===== config.mk =====
export PLATFORM = sky130hd
export DESIGN_NAME = dcache_ctrl
export DESIGN_NICKNAME = d
export VERILOG_FILES = /design/src/rtl/dcache_pkg.sv /design/src/rtl/dcache_array.sv /design/src/rtl/dcache_ctrl.sv
export SDC_FILE = /design/constraint.sdc
export NUM_CORES = 2
export LEC_CHECK = 0
export ABC_AREA = 1
export BUFFER_PORTS_ARGS = -buffer_cell sky130_fd_sc_hd__buf_2
export CAP_MARGIN = 20
export CORE_ASPECT_RATIO = 0.7
export CORE_MARGIN = 3
export CORE_UTILIZATION = 25
export CTS_CLUSTER_DIAMETER = 60
export DETAILED_ROUTE_END_ITERATION = 10
export PLACE_DENSITY_LB_ADDON = 0.1
export SLEW_MARGIN = 20
export SYNTH_ARGS = -nofsm -noshare
export SYNTH_HDL_FRONTEND = slang
export SYNTH_SLANG_ARGS = --single-unit

===== constraint.sdc =====
create_clock -name clk -period 12.2 [get_ports clk]
set_input_delay 3.05 -clock clk [delete_from_list [all_inputs] [get_ports clk]]
set_output_delay 3.05 -clock clk [all_outputs]
set_load 0.02 [all_outputs]

===== src/rtl/dcache_pkg.sv =====
// Shared state encoding and sizing helpers for the direct-mapped, write-through data cache.
package dcache_pkg;

    typedef enum logic [1:0] {
        IDLE,
        REFILL,
        WRITE
    } cacheState_t;

    localparam int OFFSET_BITS   = 2;
    localparam int LINE_BITS     = 128;
    localparam int ADDR_BITS     = 32;
    localparam int WORD_SEL_BITS = 2;

    function automatic int indexWidth(input int lines);
        return $clog2(lines);
    endfunction

    function automatic int tagWidth(input int lines);
        return ADDR_BITS - OFFSET_BITS - WORD_SEL_BITS - $clog2(lines);
    endfunction

endpackage


===== src/rtl/dcache_array.sv =====
// Valid, tag and line storage for the data cache: combinational read, synchronous line or byte-merged word write.
module dcache_array
    import dcache_pkg::*;
#(
    parameter  int LINES = 16,
    localparam int IW    = indexWidth(LINES),
    localparam int TW    = tagWidth(LINES)
) (
    input  logic                 clk,
    input  logic                 reset,
    input  logic [IW-1:0]        index,
    output logic                 rdValid,
    output logic [TW-1:0]        rdTag,
    output logic [LINE_BITS-1:0] rdLine,
    input  logic                 lineWe,
    input  logic [TW-1:0]        lineTag,
    input  logic [LINE_BITS-1:0] lineData,
    input  logic                 wordWe,
    input  logic [1:0]           wordOffset,
    input  logic [3:0]           wordBe,
    input  logic [31:0]          wordData
);

    logic [LINES-1:0]     validQ;
    logic [TW-1:0]        tagQ  [LINES];
    logic [LINE_BITS-1:0] dataQ [LINES];
    logic [31:0]          oldWord;
    logic [31:0]          mergedWord;

    assign rdValid = validQ[index];
    assign rdTag   = tagQ[index];
    assign rdLine  = dataQ[index];

    assign oldWord    = dataQ[index][{wordOffset, 5'b00000} +: 32];
    assign mergedWord = {wordBe[3] ? wordData[31:24] : oldWord[31:24],
                         wordBe[2] ? wordData[23:16] : oldWord[23:16],
                         wordBe[1] ? wordData[15:8]  : oldWord[15:8],
                         wordBe[0] ? wordData[7:0]   : oldWord[7:0]};

    always_ff @(posedge clk) begin
        if (reset) begin
            validQ <= '0;
        end else if (lineWe) begin
            validQ[index] <= 1'b1;
        end
    end

    // Tags and data need no reset; a cleared valid bit hides whatever they hold.
    always_ff @(posedge clk) begin
        if (lineWe) begin
            tagQ[index]  <= lineTag;
            dataQ[index] <= lineData;
        end else if (wordWe) begin
            dataQ[index][{wordOffset, 5'b00000} +: 32] <= mergedWord;
        end
    end

endmodule


===== src/rtl/dcache_ctrl.sv =====
// Direct-mapped, write-through, no-write-allocate data cache controller with 4-word line refill.
module dcache_ctrl
    import dcache_pkg::*;
#(
    parameter int LINES          = 16,
    parameter int WORDS_PER_LINE = 4
) (
    input  logic                 clk,
    input  logic                 reset,
    input  logic                 cpu_read,
    input  logic                 cpu_write,
    input  logic                 cpu_byte,
    input  logic [31:0]          cpu_addr,
    input  logic [31:0]          cpu_wdata,
    output logic [31:0]          cpu_rdata,
    output logic                 dhit,
    output logic                 mem_req,
    output logic                 mem_we,
    output logic [31:0]          mem_addr,
    output logic [31:0]          mem_wdata,
    output logic [3:0]           mem_be,
    input  logic [LINE_BITS-1:0] mem_rdata,
    input  logic                 mem_ready
);

    localparam int WB       = $clog2(WORDS_PER_LINE);
    localparam int IW       = indexWidth(LINES);
    localparam int TW       = tagWidth(LINES);
    localparam int INDEX_LO = OFFSET_BITS + WB;
    localparam int TAG_LO   = INDEX_LO + IW;

    cacheState_t          state;
    logic [IW-1:0]        lookupIndex;
    logic [TW-1:0]        lookupTag;
    logic                 arrValid;
    logic [TW-1:0]        arrTag;
    logic [LINE_BITS-1:0] arrLine;
    logic                 hit;
    logic                 lineWe;
    logic                 wordWe;

    // Outside IDLE the registered bus address names the line being refilled or written.
    assign lookupIndex = (state == IDLE) ? cpu_addr[INDEX_LO +: IW] : mem_addr[INDEX_LO +: IW];
    assign lookupTag   = (state == IDLE) ? cpu_addr[TAG_LO +: TW]   : mem_addr[TAG_LO +: TW];
    assign hit         = arrValid && (arrTag == lookupTag);
    assign cpu_rdata   = arrLine[{cpu_addr[OFFSET_BITS +: WB], 5'b00000} +: 32];

    assign lineWe = !reset && (state == REFILL) && mem_ready;
    assign wordWe = !reset && (state == WRITE) && mem_ready && hit;

    dcache_array #(
        .LINES(LINES)
    ) u_array (
        .clk       (clk),
        .reset     (reset),
        .index     (lookupIndex),
        .rdValid   (arrValid),
        .rdTag     (arrTag),
        .rdLine    (arrLine),
        .lineWe    (lineWe),
        .lineTag   (mem_addr[TAG_LO +: TW]),
        .lineData  (mem_rdata),
        .wordWe    (wordWe),
        .wordOffset(mem_addr[OFFSET_BITS +: WB]),
        .wordBe    (mem_be),
        .wordData  (mem_wdata)
    );

    always_comb begin
        dhit = 1'b0;
        case (state)
            IDLE:    dhit = cpu_write ? 1'b0 : (cpu_read ? hit : 1'b1);
            WRITE:   dhit = mem_ready;
            default: dhit = 1'b0;
        endcase
    end

    // A store wins over a simultaneous load; the core re-presents the load afterwards.
    always_ff @(posedge clk) begin
        if (reset) begin
            state     <= IDLE;
            mem_req   <= 1'b0;
            mem_we    <= 1'b0;
            mem_be    <= 4'b0000;
            mem_addr  <= '0;
            mem_wdata <= '0;
        end else begin
            case (state)
                IDLE: begin
                    if (cpu_write) begin
                        state     <= WRITE;
                        mem_req   <= 1'b1;
                        mem_we    <= 1'b1;
                        mem_addr  <= {cpu_addr[31:2], 2'b00};
                        mem_be    <= cpu_byte ? (4'b0001 << cpu_addr[1:0]) : 4'b1111;
                        mem_wdata <= cpu_byte ? {4{cpu_wdata[7:0]}} : cpu_wdata;
                    end else if (cpu_read && !hit) begin
                        state    <= REFILL;
                        mem_req  <= 1'b1;
                        mem_we   <= 1'b0;
                        mem_be   <= 4'b0000;
                        mem_addr <= {cpu_addr[31:4], 4'b0000};
                    end
                end
                REFILL: begin
                    if (mem_ready) begin
                        state   <= IDLE;
                        mem_req <= 1'b0;
                    end
                end
                WRITE: begin
                    if (mem_ready) begin
                        state   <= IDLE;
                        mem_req <= 1'b0;
                        mem_we  <= 1'b0;
                        mem_be  <= 4'b0000;
                    end
                end
                default: begin
                    state   <= IDLE;
                    mem_req <= 1'b0;
                end
            endcase
        end
    end

endmodule


==> run summary <==
Met2 Wirelength: 200000 µm
Die height: 553 µm
Worst-Skew Late Latency: 950 ps
Final hold violations: 0
Number of library cell types mapped by synthesis: 36
Finished Layout Cells: 16300
Nets: 10600
Vias in the first global route: 73000
Total grt overflow: 0
Cell area after layout: 0.126 mm²
Skew final: 63.3 ps
Sink Count: 2518
Net switching power: 7670 µW
Clock period minus final worst setup slack: 10400 ps
Async set-reset flop share out of synthesis: 0%
All-Layer GR Usage: 19.7%
Syn Inst Count: 10100
H-tree levels: 5
Critical path required time: 9150 ps
Clock buffer depth: 4
Power per cell area: 184 mW/mm²
MaxCap Viol Count: 0
Largest stage delay, worst path: 590 ps
Detailed-route via count: 76800
Via density: 4.71
P_int: 15600 µW
CTS tree: done
Leading post-synthesis cells by cell area: edfxtp_1 (68%), nand2_1 (8.0%), nor2_1 (7.9%)
Drc violations: 0
Sequential area share after synthesis: 70.0%
Ys flop type: edfxtp_1
Initial antenna violation count: 44
Largest net degree at the start of global routing: 108
Yosys warnings: 0
Dominant cell type by area after synthesis: edfxtp_1
Netlist Area Pre-Place: 0.107 mm²
Maximum clock frequency: 96.1 MHz
Ratio of cells with drive above 1 in the final layout: 11.7%
Setup TNS Final: 0 ps
Wl on met1: 204000 µm
Fillers: 43500
Area grow syn2layout: 18.3%
Crit end category: output port
First-pass GRT wire length: 612000 µm
Crit-path max FO: 48
# resized after CTS: 0
DRT antenna net count: 0
Clock edge transition at the registers on the reported setup and hold paths: 60 ps
Hold crit path type: reg2reg
Net Sw Frac: 33.0%
# placed instances: 15800
Delay-heaviest family, CP: compound AO/OA/AOI/OAI gates
Sequential Power Share: 41.4%
Core Footprint: 0.425 mm²
Final Wtd Congestion: 0.881
Max Used Layer: met4
Yosys top cell area share: 68.4%
Arr. time, crit path: 7350 ps
CP bufs+invs: 5
Crit Path Class: in2out
Final HPWL DP: 269000 µm
Post-synth EDFFs: 2432
Worst IR Drop VDD: 0.000106 V
Combinational cell fraction of total power: 20.9%
Port Buffers: 298
Total CTS buffers: 299
Drt total wl: 446000 µm
Final setup fails: 0
Fin crit share: 85.3%
Drt pass-1 iters: 6
DR WL/cell: 27.3 µm
RSZ-0062 raised after global routing: no
Cts hold-fix bufs: 0
Max-slew violation count: 0
Max-slew headroom: 9.25%
DRT iter0 DRCs: 7676
Placed cell area: 0.117 mm²
Synth Register Bits: 2518
Startpoint Class: input pin
Outcome: finished, final reports clean
Die area: 0.435 mm²
Post-CTS Setup Inserts: 0
Top Ports: 301
Syn avg cell area: 10.6 µm²
Die width: 787 µm
Row count: 200
Leakage power: 0.0457 µW
Slew @ Worst Pin: 1360 ps
Routed wl met3: 21400 µm
Clock power frac: 37.7%
Starting Density: 25.1%
Slowest cell on crit path: o22ai_1
Critical path cell sequence: buf_2 -> nand2_2 -> nand2_8 -> buf_12 -> buf_12 -> buf_4 -> nor2_1 -> o21ai_0 -> nand2_1 -> nand2_1 -> nand3_1 -> a21oi_1 -> o21ai_0 -> o22ai_1 -> buf_2
CTS root buf: clkbuf_16
-- power by group through the flow --
stage / Clock (µW) / Combinational, µW / Sequential (µW)
5_1_grt: 9350 / 5270 / 9640
6_report: 8760 / 4870 / 9630
3_3_place_gp: 0 / 4900 / 9810
3_5_place_dp: 0 / 4900 / 9820
4_1_cts: 9010 / 4920 / 9630
2_1_floorplan: 0 / 2490 / 9820
-- layer usage --
layer  GRT usage, %  vias to the layer above
met5              0                        -
met4           8.43                        0
met1           27.7                    38800
met3           2.20                      610
met2           30.9                     2347
li1               -                    35100
-- synth_stat cells (all sizes together) (6+ instances only) --
library cell	count
edfxtp	2432
dfxtp	86
inv	338
o21bai	10
o22ai	25
nor3	9
nor3b	6
nand2	2274
nor2	2252
nand3b	12
ha	8
clkbuf	328
a21oi	264
buf	289
nand4	21
or2	13
a22oi	9
mux2i	11
o21ai	1351
a221oi	24
nand3	326
-- kinds of logic after synthesis --
family                   share of synthesized area, %
other                                         0.00351
buffers and inverters                            3.83
adder cells (fa/ha/maj)                        0.0938
multiplexers                                    0.103
flip-flops                                       70.0
AND/OR/NAND/NOR                                  17.9
AO/OA/AOI/OAI                                    8.06
-- layout make-up --
type	count	area [µm²]	share of cell area (%)
inverters	340	1290	1.02
multi-input cells	6619	29200	23.1
well taps	5656	7080	5.60
repair buffers	631	4530	3.59
flip-flops and latches	2518	74800	59.2
diodes	26	65.1	0.0515
clock inverters	167	1520	1.20
clock buffers	364	7860	6.22
-- per-stage QoR --
stage                     util [%]  hold WS, ps  total power [µW]  setup WS, ps
after floorplan                  -          429             12300          4020
after global placement        27.4          439             14700          1720
after detailed placement      27.5          448             14700          1720
after CTS                     29.7          463             23600          1700
after global routing          29.7          482             24200          1560
final                         29.7          462             23300          1800
-- registers in the layout, summed over array words and instances (netlist names), 2 cells and up --
| register | count |
|---|---|
| mem_addr | 30 |
| u_array.tagQ | 384 |
| mem_be | 4 |
| state | 2 |
| u_array.dataQ | 2048 |
| mem_wdata | 32 |
| u_array.validQ | 16 |
-- cells in the final DEF, fill, tap and decap left out, types with 100 or more instances in the layout --
cell,Yosys,final
a21oi_1,264,195
buf_4,26,293
buf_2,215,297
nand2_1,2269,2268
clkbuf_16,0,304
edfxtp_1,2432,2432
o21ai_1,165,100
inv_1,335,334
nor2_1,2249,2228
nand3_1,322,320
o21ai_0,1186,1185
-- final timing paths --
path	start	end	slack [ps]	cells after the start
setup reg to reg	state[0]	u_array.dataQ[4][14]	4100	22
setup / recovery	cpu_addr[4]	cpu_rdata[19]	1800	15
hold reg to reg	u_array.validQ[13]	u_array.validQ[13]	460	2
hold / removal	u_array.validQ[13]	u_array.validQ[13]	460	2
-- worst reg2reg max path, stage by stage (launching register included) --
cell,delay (ps)
dfxtp_1,310
inv_1,100
ha_2,170
buf_4,500
nand2_2,570
nand2_8,580
buf_12,410
buf_4,620
nand2_1,150
nand2_1,80
nand2_1,40
nand2_1,100
nand2_1,50
nand2_1,170
nor3_1,100
nor2_1,170
nand2_1,90
nor3b_1,210
nand3_1,180
nor2_4,470
nand3_4,940
a21oi_4,1120
buf_4,570
(Power assumes the default switching activity.)
